**config.mk**
```make
export PLATFORM = sky130hd
export DESIGN_NAME = output_switch_ctrl
export DESIGN_NICKNAME = d
export VERILOG_FILES = /design/src/rtl/output_switch_ctrl.sv
export SDC_FILE = /design/constraint.sdc
export NUM_CORES = 1
export LEC_CHECK = 0
export ABC_CLOCK_PERIOD_IN_PS = 3370
export CAP_MARGIN = 30
export CORE_MARGIN = 3
export CORE_UTILIZATION = 50
export CTS_CLUSTER_SIZE = 8
export DETAILED_ROUTE_END_ITERATION = 16
export GPL_ROUTABILITY_DRIVEN = 0
export PLACE_DENSITY = 0.69
export SYNTH_ARGS = -nofsm -noshare
export SYNTH_HDL_FRONTEND = slang
export SYNTH_SLANG_ARGS = --single-unit
```
**constraint.sdc**
```tcl
create_clock -name CLK -period 3.37 [get_ports CLK]
set_clock_uncertainty 0.15 [all_clocks]
set_input_delay 1.011 -clock CLK [delete_from_list [all_inputs] [get_ports CLK]]
set_output_delay 1.011 -clock CLK [all_outputs]
set_load 0.02 [all_outputs]
```
**src/rtl/output_switch_ctrl.sv**
```systemverilog
// ---------------------------------------------------------------------------
// output_switch_ctrl
//
// Chooses which of the four tuner TS channels feeds the ASI output mux.
// Requests come from the front-panel switch or from an SPI register write.
// A switch waits for a packet boundary (P_SYNC rising edge) on the target
// channel, or it is forced after a timeout. Each applied switch is followed
// by a RESET_LEN-cycle downstream flush pulse.
//
// Ports:
//   CLK                 system clock
//   RST                 asynchronous, active-high reset
//   SPI_ADDRESS[7:0]    address of the last SPI transfer
//   SPI_DATA[7:0]       data of the last SPI transfer
//                       (bit 7 = SPI mode, bits 1:0 = channel)
//   RISING_SS           one-cycle strobe at the end of an SPI transfer
//   SW[1:0]             front-panel channel switch, asynchronous to CLK
//   P_SYNC_BUS[3:0]     per-channel packet sync, already in the CLK domain
//   SELECT[1:0]         channel index to the output mux
//   RESET_ON_CHANGE_OUT downstream flush pulse after each applied switch
//   BUSY                high while a switch is pending or being applied
//   MODE_SPI            1 = SPI controls the selection, 0 = SW controls it
//   FORCED              sticky; last switch was applied by timeout
//
// ADDR is normally overridden at integration with `ADDR_OUT_SELECT from
// defines.v; the default here only keeps the module standalone.
// ---------------------------------------------------------------------------
module output_switch_ctrl #(
    parameter logic [7:0] ADDR         = 8'h20,
    parameter int         SW_STABLE    = 1024,
    parameter int         SYNC_TIMEOUT = 65535,
    parameter int         RESET_LEN    = 4
) (
    input  logic       CLK,
    input  logic       RST,
    input  logic [7:0] SPI_ADDRESS,
    input  logic [7:0] SPI_DATA,
    input  logic       RISING_SS,
    input  logic [1:0] SW,
    input  logic [3:0] P_SYNC_BUS,
    output logic [1:0] SELECT,
    output logic       RESET_ON_CHANGE_OUT,
    output logic       BUSY,
    output logic       MODE_SPI,
    output logic       FORCED
);

    localparam int STAB_W = $clog2(SW_STABLE + 1);
    localparam int TMO_W  = (SYNC_TIMEOUT > 1) ? $clog2(SYNC_TIMEOUT) : 1;
    localparam int HOLD_W = (RESET_LEN > 1) ? $clog2(RESET_LEN) : 1;

    localparam logic [STAB_W-1:0] STAB_MAX  = STAB_W'(SW_STABLE);
    localparam logic [TMO_W-1:0]  TMO_LAST  = TMO_W'(SYNC_TIMEOUT - 1);
    localparam logic [HOLD_W-1:0] HOLD_LOAD = HOLD_W'(RESET_LEN - 1);

    typedef enum logic [1:0] {
        S_IDLE  = 2'd0,
        S_WAIT  = 2'd1,
        S_APPLY = 2'd2,
        S_HOLD  = 2'd3
    } state_t;

    // Switch input conditioning
    logic [1:0]        sw_meta_q,   sw_meta_d;
    logic [1:0]        sw_sync_q,   sw_sync_d;
    logic [1:0]        sw_last_q,   sw_last_d;
    logic [STAB_W-1:0] stab_cnt_q,  stab_cnt_d;
    logic [1:0]        stable_sw_q, stable_sw_d;

    // Packet-sync edge detection
    logic [3:0]        psync_prev_q, psync_prev_d;

    // Control FSM and its registered outputs
    state_t            state_q,    state_d;
    logic [1:0]        target_q,   target_d;
    logic [TMO_W-1:0]  tmo_cnt_q,  tmo_cnt_d;
    logic [HOLD_W-1:0] hold_cnt_q, hold_cnt_d;
    logic              pend_vld_q, pend_vld_d;
    logic [1:0]        pend_ch_q,  pend_ch_d;
    logic [1:0]        select_q,   select_d;
    logic              roc_q,      roc_d;
    logic              busy_q,     busy_d;
    logic              mode_spi_q, mode_spi_d;
    logic              forced_q,   forced_d;

    // Combinational helpers
    logic       sw_changed;
    logic       sw_req;
    logic       spi_wr;
    logic       req_vld;
    logic [1:0] req_ch;
    logic [3:0] psync_rise;
    logic       nxt_vld;
    logic [1:0] nxt_ch;

    // Only the mode bit and the channel field of SPI_DATA are meaningful.
    logic unused_spi_bits;
    assign unused_spi_bits = ^SPI_DATA[6:2];

    // -----------------------------------------------------------------------
    // Request sources: SW debounce and SPI decode
    // -----------------------------------------------------------------------
    always_comb begin
        sw_meta_d = SW;
        sw_sync_d = sw_meta_q;
        sw_last_d = sw_sync_q;

        // The stability counter restarts whenever the synchronised value moves.
        sw_changed = (sw_sync_q != sw_last_q);
        stab_cnt_d = stab_cnt_q;
        if (sw_changed) begin
            stab_cnt_d = '0;
        end else if (stab_cnt_q != STAB_MAX) begin
            stab_cnt_d = stab_cnt_q + 1'b1;
        end

        stable_sw_d = stable_sw_q;
        if (!sw_changed && (stab_cnt_q == STAB_MAX)) begin
            stable_sw_d = sw_last_q;
        end
        sw_req = (stable_sw_d != stable_sw_q) && !mode_spi_q;

        spi_wr     = RISING_SS && (SPI_ADDRESS == ADDR);
        mode_spi_d = spi_wr ? SPI_DATA[7] : mode_spi_q;

        // An SPI write outranks a SW request in the same cycle. Handing control
        // back to the switch re-issues whatever the switch currently shows.
        req_vld = 1'b0;
        req_ch  = 2'd0;
        if (spi_wr && SPI_DATA[7]) begin
            req_vld = 1'b1;
            req_ch  = SPI_DATA[1:0];
        end else if (spi_wr && mode_spi_q) begin
            req_vld = 1'b1;
            req_ch  = stable_sw_q;
        end else if (sw_req) begin
            req_vld = 1'b1;
            req_ch  = stable_sw_d;
        end

        psync_prev_d = P_SYNC_BUS;
        psync_rise   = P_SYNC_BUS & ~psync_prev_q;
    end

    // -----------------------------------------------------------------------
    // Switch sequencing FSM
    // -----------------------------------------------------------------------
    always_comb begin
        state_d    = state_q;
        target_d   = target_q;
        tmo_cnt_d  = tmo_cnt_q;
        hold_cnt_d = hold_cnt_q;
        pend_vld_d = pend_vld_q;
        pend_ch_d  = pend_ch_q;
        select_d   = select_q;
        roc_d      = roc_q;
        busy_d     = busy_q;
        forced_d   = forced_q;

        nxt_vld = req_vld || pend_vld_q;
        nxt_ch  = req_vld ? req_ch : pend_ch_q;

        case (state_q)
            S_IDLE: begin
                // A request for the channel already on air is dropped silently.
                if (req_vld && (req_ch != select_q)) begin
                    target_d  = req_ch;
                    tmo_cnt_d = '0;
                    busy_d    = 1'b1;
                    state_d   = S_WAIT;
                end
            end

            S_WAIT: begin
                // A fresh request restarts the wait and masks any sync edge
                // seen in the same cycle.
                if (req_vld) begin
                    target_d  = req_ch;
                    tmo_cnt_d = '0;
                end else if (psync_rise[target_q]) begin
                    forced_d = 1'b0;
                    state_d  = S_APPLY;
                end else if (tmo_cnt_q == TMO_LAST) begin
                    forced_d = 1'b1;
                    state_d  = S_APPLY;
                end else begin
                    tmo_cnt_d = tmo_cnt_q + 1'b1;
                end
            end

            S_APPLY: begin
                select_d   = target_q;
                roc_d      = 1'b1;
                hold_cnt_d = HOLD_LOAD;
                pend_vld_d = req_vld;
                pend_ch_d  = req_ch;
                state_d    = S_HOLD;
            end

            S_HOLD: begin
                // Requests during the flush pulse are parked; the latest wins.
                if (req_vld) begin
                    pend_vld_d = 1'b1;
                    pend_ch_d  = req_ch;
                end
                if (hold_cnt_q == '0) begin
                    roc_d      = 1'b0;
                    pend_vld_d = 1'b0;
                    if (nxt_vld && (nxt_ch != select_q)) begin
                        target_d  = nxt_ch;
                        tmo_cnt_d = '0;
                        state_d   = S_WAIT;
                    end else begin
                        busy_d  = 1'b0;
                        state_d = S_IDLE;
                    end
                end else begin
                    hold_cnt_d = hold_cnt_q - 1'b1;
                end
            end

            default: begin
                state_d = S_IDLE;
            end
        endcase
    end

    // -----------------------------------------------------------------------
    // State registers
    // -----------------------------------------------------------------------
    always_ff @(posedge CLK or posedge RST) begin
        if (RST) begin
            sw_meta_q    <= 2'd0;
            sw_sync_q    <= 2'd0;
            sw_last_q    <= 2'd0;
            stab_cnt_q   <= '0;
            stable_sw_q  <= 2'd0;
            psync_prev_q <= 4'd0;
            state_q      <= S_IDLE;
            target_q     <= 2'd0;
            tmo_cnt_q    <= '0;
            hold_cnt_q   <= '0;
            pend_vld_q   <= 1'b0;
            pend_ch_q    <= 2'd0;
            select_q     <= 2'd0;
            roc_q        <= 1'b0;
            busy_q       <= 1'b0;
            mode_spi_q   <= 1'b0;
            forced_q     <= 1'b0;
        end else begin
            sw_meta_q    <= sw_meta_d;
            sw_sync_q    <= sw_sync_d;
            sw_last_q    <= sw_last_d;
            stab_cnt_q   <= stab_cnt_d;
            stable_sw_q  <= stable_sw_d;
            psync_prev_q <= psync_prev_d;
            state_q      <= state_d;
            target_q     <= target_d;
            tmo_cnt_q    <= tmo_cnt_d;
            hold_cnt_q   <= hold_cnt_d;
            pend_vld_q   <= pend_vld_d;
            pend_ch_q    <= pend_ch_d;
            select_q     <= select_d;
            roc_q        <= roc_d;
            busy_q       <= busy_d;
            mode_spi_q   <= mode_spi_d;
            forced_q     <= forced_d;
        end
    end

    assign SELECT              = select_q;
    assign RESET_ON_CHANGE_OUT = roc_q;
    assign BUSY                = busy_q;
    assign MODE_SPI            = mode_spi_q;
    assign FORCED              = forced_q;

endmodule

```
==> results.cfg <==
[floorplan]
ioPinCount = 31
die_area_um2 = 7210
core-area_um2 = 5990
fp.dieW_um = 84.9
initial_utilization = 0.520
rows = 28
die_y_um = 84.9

[worst_setup_path]
startpoint = SPI_ADDRESS[4]
crit_type = in2reg
crit_fanout = 8
end_kind = flip-flop
critPathRequiredTime_ns = 3.41
r2r-start = stab_cnt_q[2]$_DFFE_PP0P_
cp-start-kind = input pin
arrival_ns = 3.54

[placement]
io_buffers = 25
place_area_um2 = 3720
hpwlAfterDp_um = 5240
placed_cells = 441
pre_cts_slack_ns = -0.788

[flow_run]
cap_violations = 0

[synthesis]
syn_area_um2 = 3110
synth_area_leader_cell = dfrtp_1
synth_nets = 354
synth_area_leaders = dfrtp_1 (43%), ha_1 (4.0%), o31ai_1 (3.9%)
synth_cells = 319
ys_async_sr_fraction = 1.00
ys_types = 63
avgSynthCellArea_um2 = 9.76
synth_edf_count = 0
synth-seq-cells = 54
yosys_warnings = 0
yosysSeqAreaShare = 0.434
yosysTopAreaCellShare = 0.434
synth_flop_cell = dfrtp_1

[timing]
hold_viol_final = 0
finalSetupViolations = 19
max_freq_mhz = 286
fin_crit_sh = 1.04
setup_tns_ns = -1.62
rsz0062_at_grt = yes
period_minus_slack_ns = 3.50
slew_viol_final = 0
hold-worst-slack_ns = 0.222
slew_headroom = 0.616
fin_ws_ns = -0.131
tightest_slew_ns = 0.571

[hold_path]
min_path_type = reg2reg
min_from = sw_meta_q[0]$_DFF_PP0_

[final_layout]
final_nets = 418
antennaDiodeCount = 0
utilization = 0.684
fin_area_um2 = 4100
fin_cells = 459
area_delta_synth_final_pct = 31.5
layout_common_cells = dfrtp_1 (54), buf_4 (30), nand2_1 (29)
fill_cells = 442
drive_gt1_frac = 0.305
final_common_cell = dfrtp_1

[cts]
cts_hold_buf = 0
clock_path_buffers = 2
cts_root_buf = clkbuf_8
cts_buffers = 5
cts_tree = built
clock-sinks = 54
clk_pin_slew_ns = 0.11
h-tree-depth = 2
clk_latency_ns = 0.31

[drt]
route.met2.wl_um = 3650
via_per_inst = 5.75
drt.antenna.violating_nets = 0
vias = 2638
drc = 0
dr.max_layer_used = met4
first_pass_iters = 4
drt_iter0_drc = 147
wl_met1_um = 3280
wl_per_cell_um = 16.0
routed_wl_um = 7330
wl_met3_um = 314

[status]
failed_checks = negative setup slack
status = finished with violations

[grt]
grt_pass1_vias = 2654
grt_max_degree = 29
grtUsageTotal = 0.218
antenna_found_initial = 0
grt_overflow = 0
grt_pass1_wl_um = 12700

[power_and_ir_drop]
ir_drop_mv = 0.434
power_mw = 2.33
power.density_nw_per_um2 = 568
p_leak_nw = 1.77
[routing by layer]
layer,track usage,vias to the layer above
met5,0,-
met4,0.0547,0
met3,0.0427,10
met2,0.352,63
met1,0.303,1275
li1,-,1290
[report_power, final]
part / internal (mW) / switching, mW / total [mW] / leakage (nW)
Clock: 0.154 / 0.233 / 0.387 / 0.0491
Sequential: 0.699 / 0.0432 / 0.743 / 0.701
Combinational: 0.546 / 0.653 / 1.20 / 1.02
Total: 1.40 / 0.929 / 2.33 / 1.77
[state kept, by name, summed over array words and instances (netlist names)]
| signal | flops |
|---|---|
| BUSY | 1 |
| sw_meta_q | 2 |
| stab_cnt_q | 11 |
| pend_vld_q | 1 |
| RESET_ON_CHANGE_OUT | 1 |
| hold_cnt_q | 2 |
| tmo_cnt_q | 16 |
| state_q | 2 |
| sw_last_d | 2 |
| MODE_SPI | 1 |
| pend_ch_q | 2 |
| psync_prev_q | 4 |
| FORCED | 1 |
| target_q | 2 |
| stable_sw_q | 2 |
| sw_last_q | 2 |
| SELECT | 2 |
[synth_stat cells (5+ instances only)]
library cell,number
nand2_1,30
nor2b_1,5
nand3_1,9
nor3_1,8
xnor2_1,5
inv_1,21
xor2_1,9
a21oi_1,14
o21ai_0,16
o31ai_1,16
ha_1,10
dfrtp_1,54
nand4_1,7
and3_1,5
nor2_1,28
[cells by family (layout without fill, tap and decap cells)]
group / count (synthesis) / after routing / synth area share
and+or+nand+nor: 122 / 123 / 0.216
AOI/OAI and AO/OA: 82 / 82 / 0.196
DFF: 54 / 54 / 0.434
buffers and inverters: 31 / 95 / 0.0482
xor gates and xnor gates: 14 / 14 / 0.0394
adders and majority gates: 10 / 10 / 0.0402
muxes: 6 / 6 / 0.0261
[what timing repair did]
item                       4_1_cts  5_1_grt
setup buffers                    8        2
pin swaps                       21       14
cloned                           1        0
resized for setup               51       22
setup endpoints to repair       21       21
[final cells by class]
type	instances	area (um^2)	share of cell area
tap	75	93.8	0.0229
clock inverter	3	26.3	0.00641
sequential	54	1350	0.330
clock buffer	5	68.8	0.0168
inverter	21	78.8	0.0192
multi-input combinational	235	1870	0.456
timing repair buffer	66	611	0.149
[worst max-delay path, cell delays in order]
cell and delay (ns):
buf_6 0.09, or4b_4 0.55, or4_4 0.57, o41ai_4 0.08
and3_4 0.27, o41ai_4 0.12, a21o_4 0.27, buf_12 0.14
buf_4 0.13, o31ai_4 0.20, o41ai_2 0.11
[worst paths after layout]
kind / end / cells after the start / slack [ns]
min in group asynchronous: stab_cnt_q[4]$_DFFE_PP0P_ / 2 / 0.90
worst max register to register: target_q[0]$_DFFE_PP0P_ / 10 / 0.29
worst max-delay path: tmo_cnt_q[12]$_DFFE_PP0P_ / 11 / -0.13
max in group asynchronous: tmo_cnt_q[12]$_DFFE_PP0P_ / 3 / 1.55
worst min register to register: sw_last_d[0]$_DFF_PP0_ / 0 / 0.22
worst min-delay path: sw_last_d[0]$_DFF_PP0_ / 0 / 0.22
Note: power is estimated with default switching activity, not from simulation.
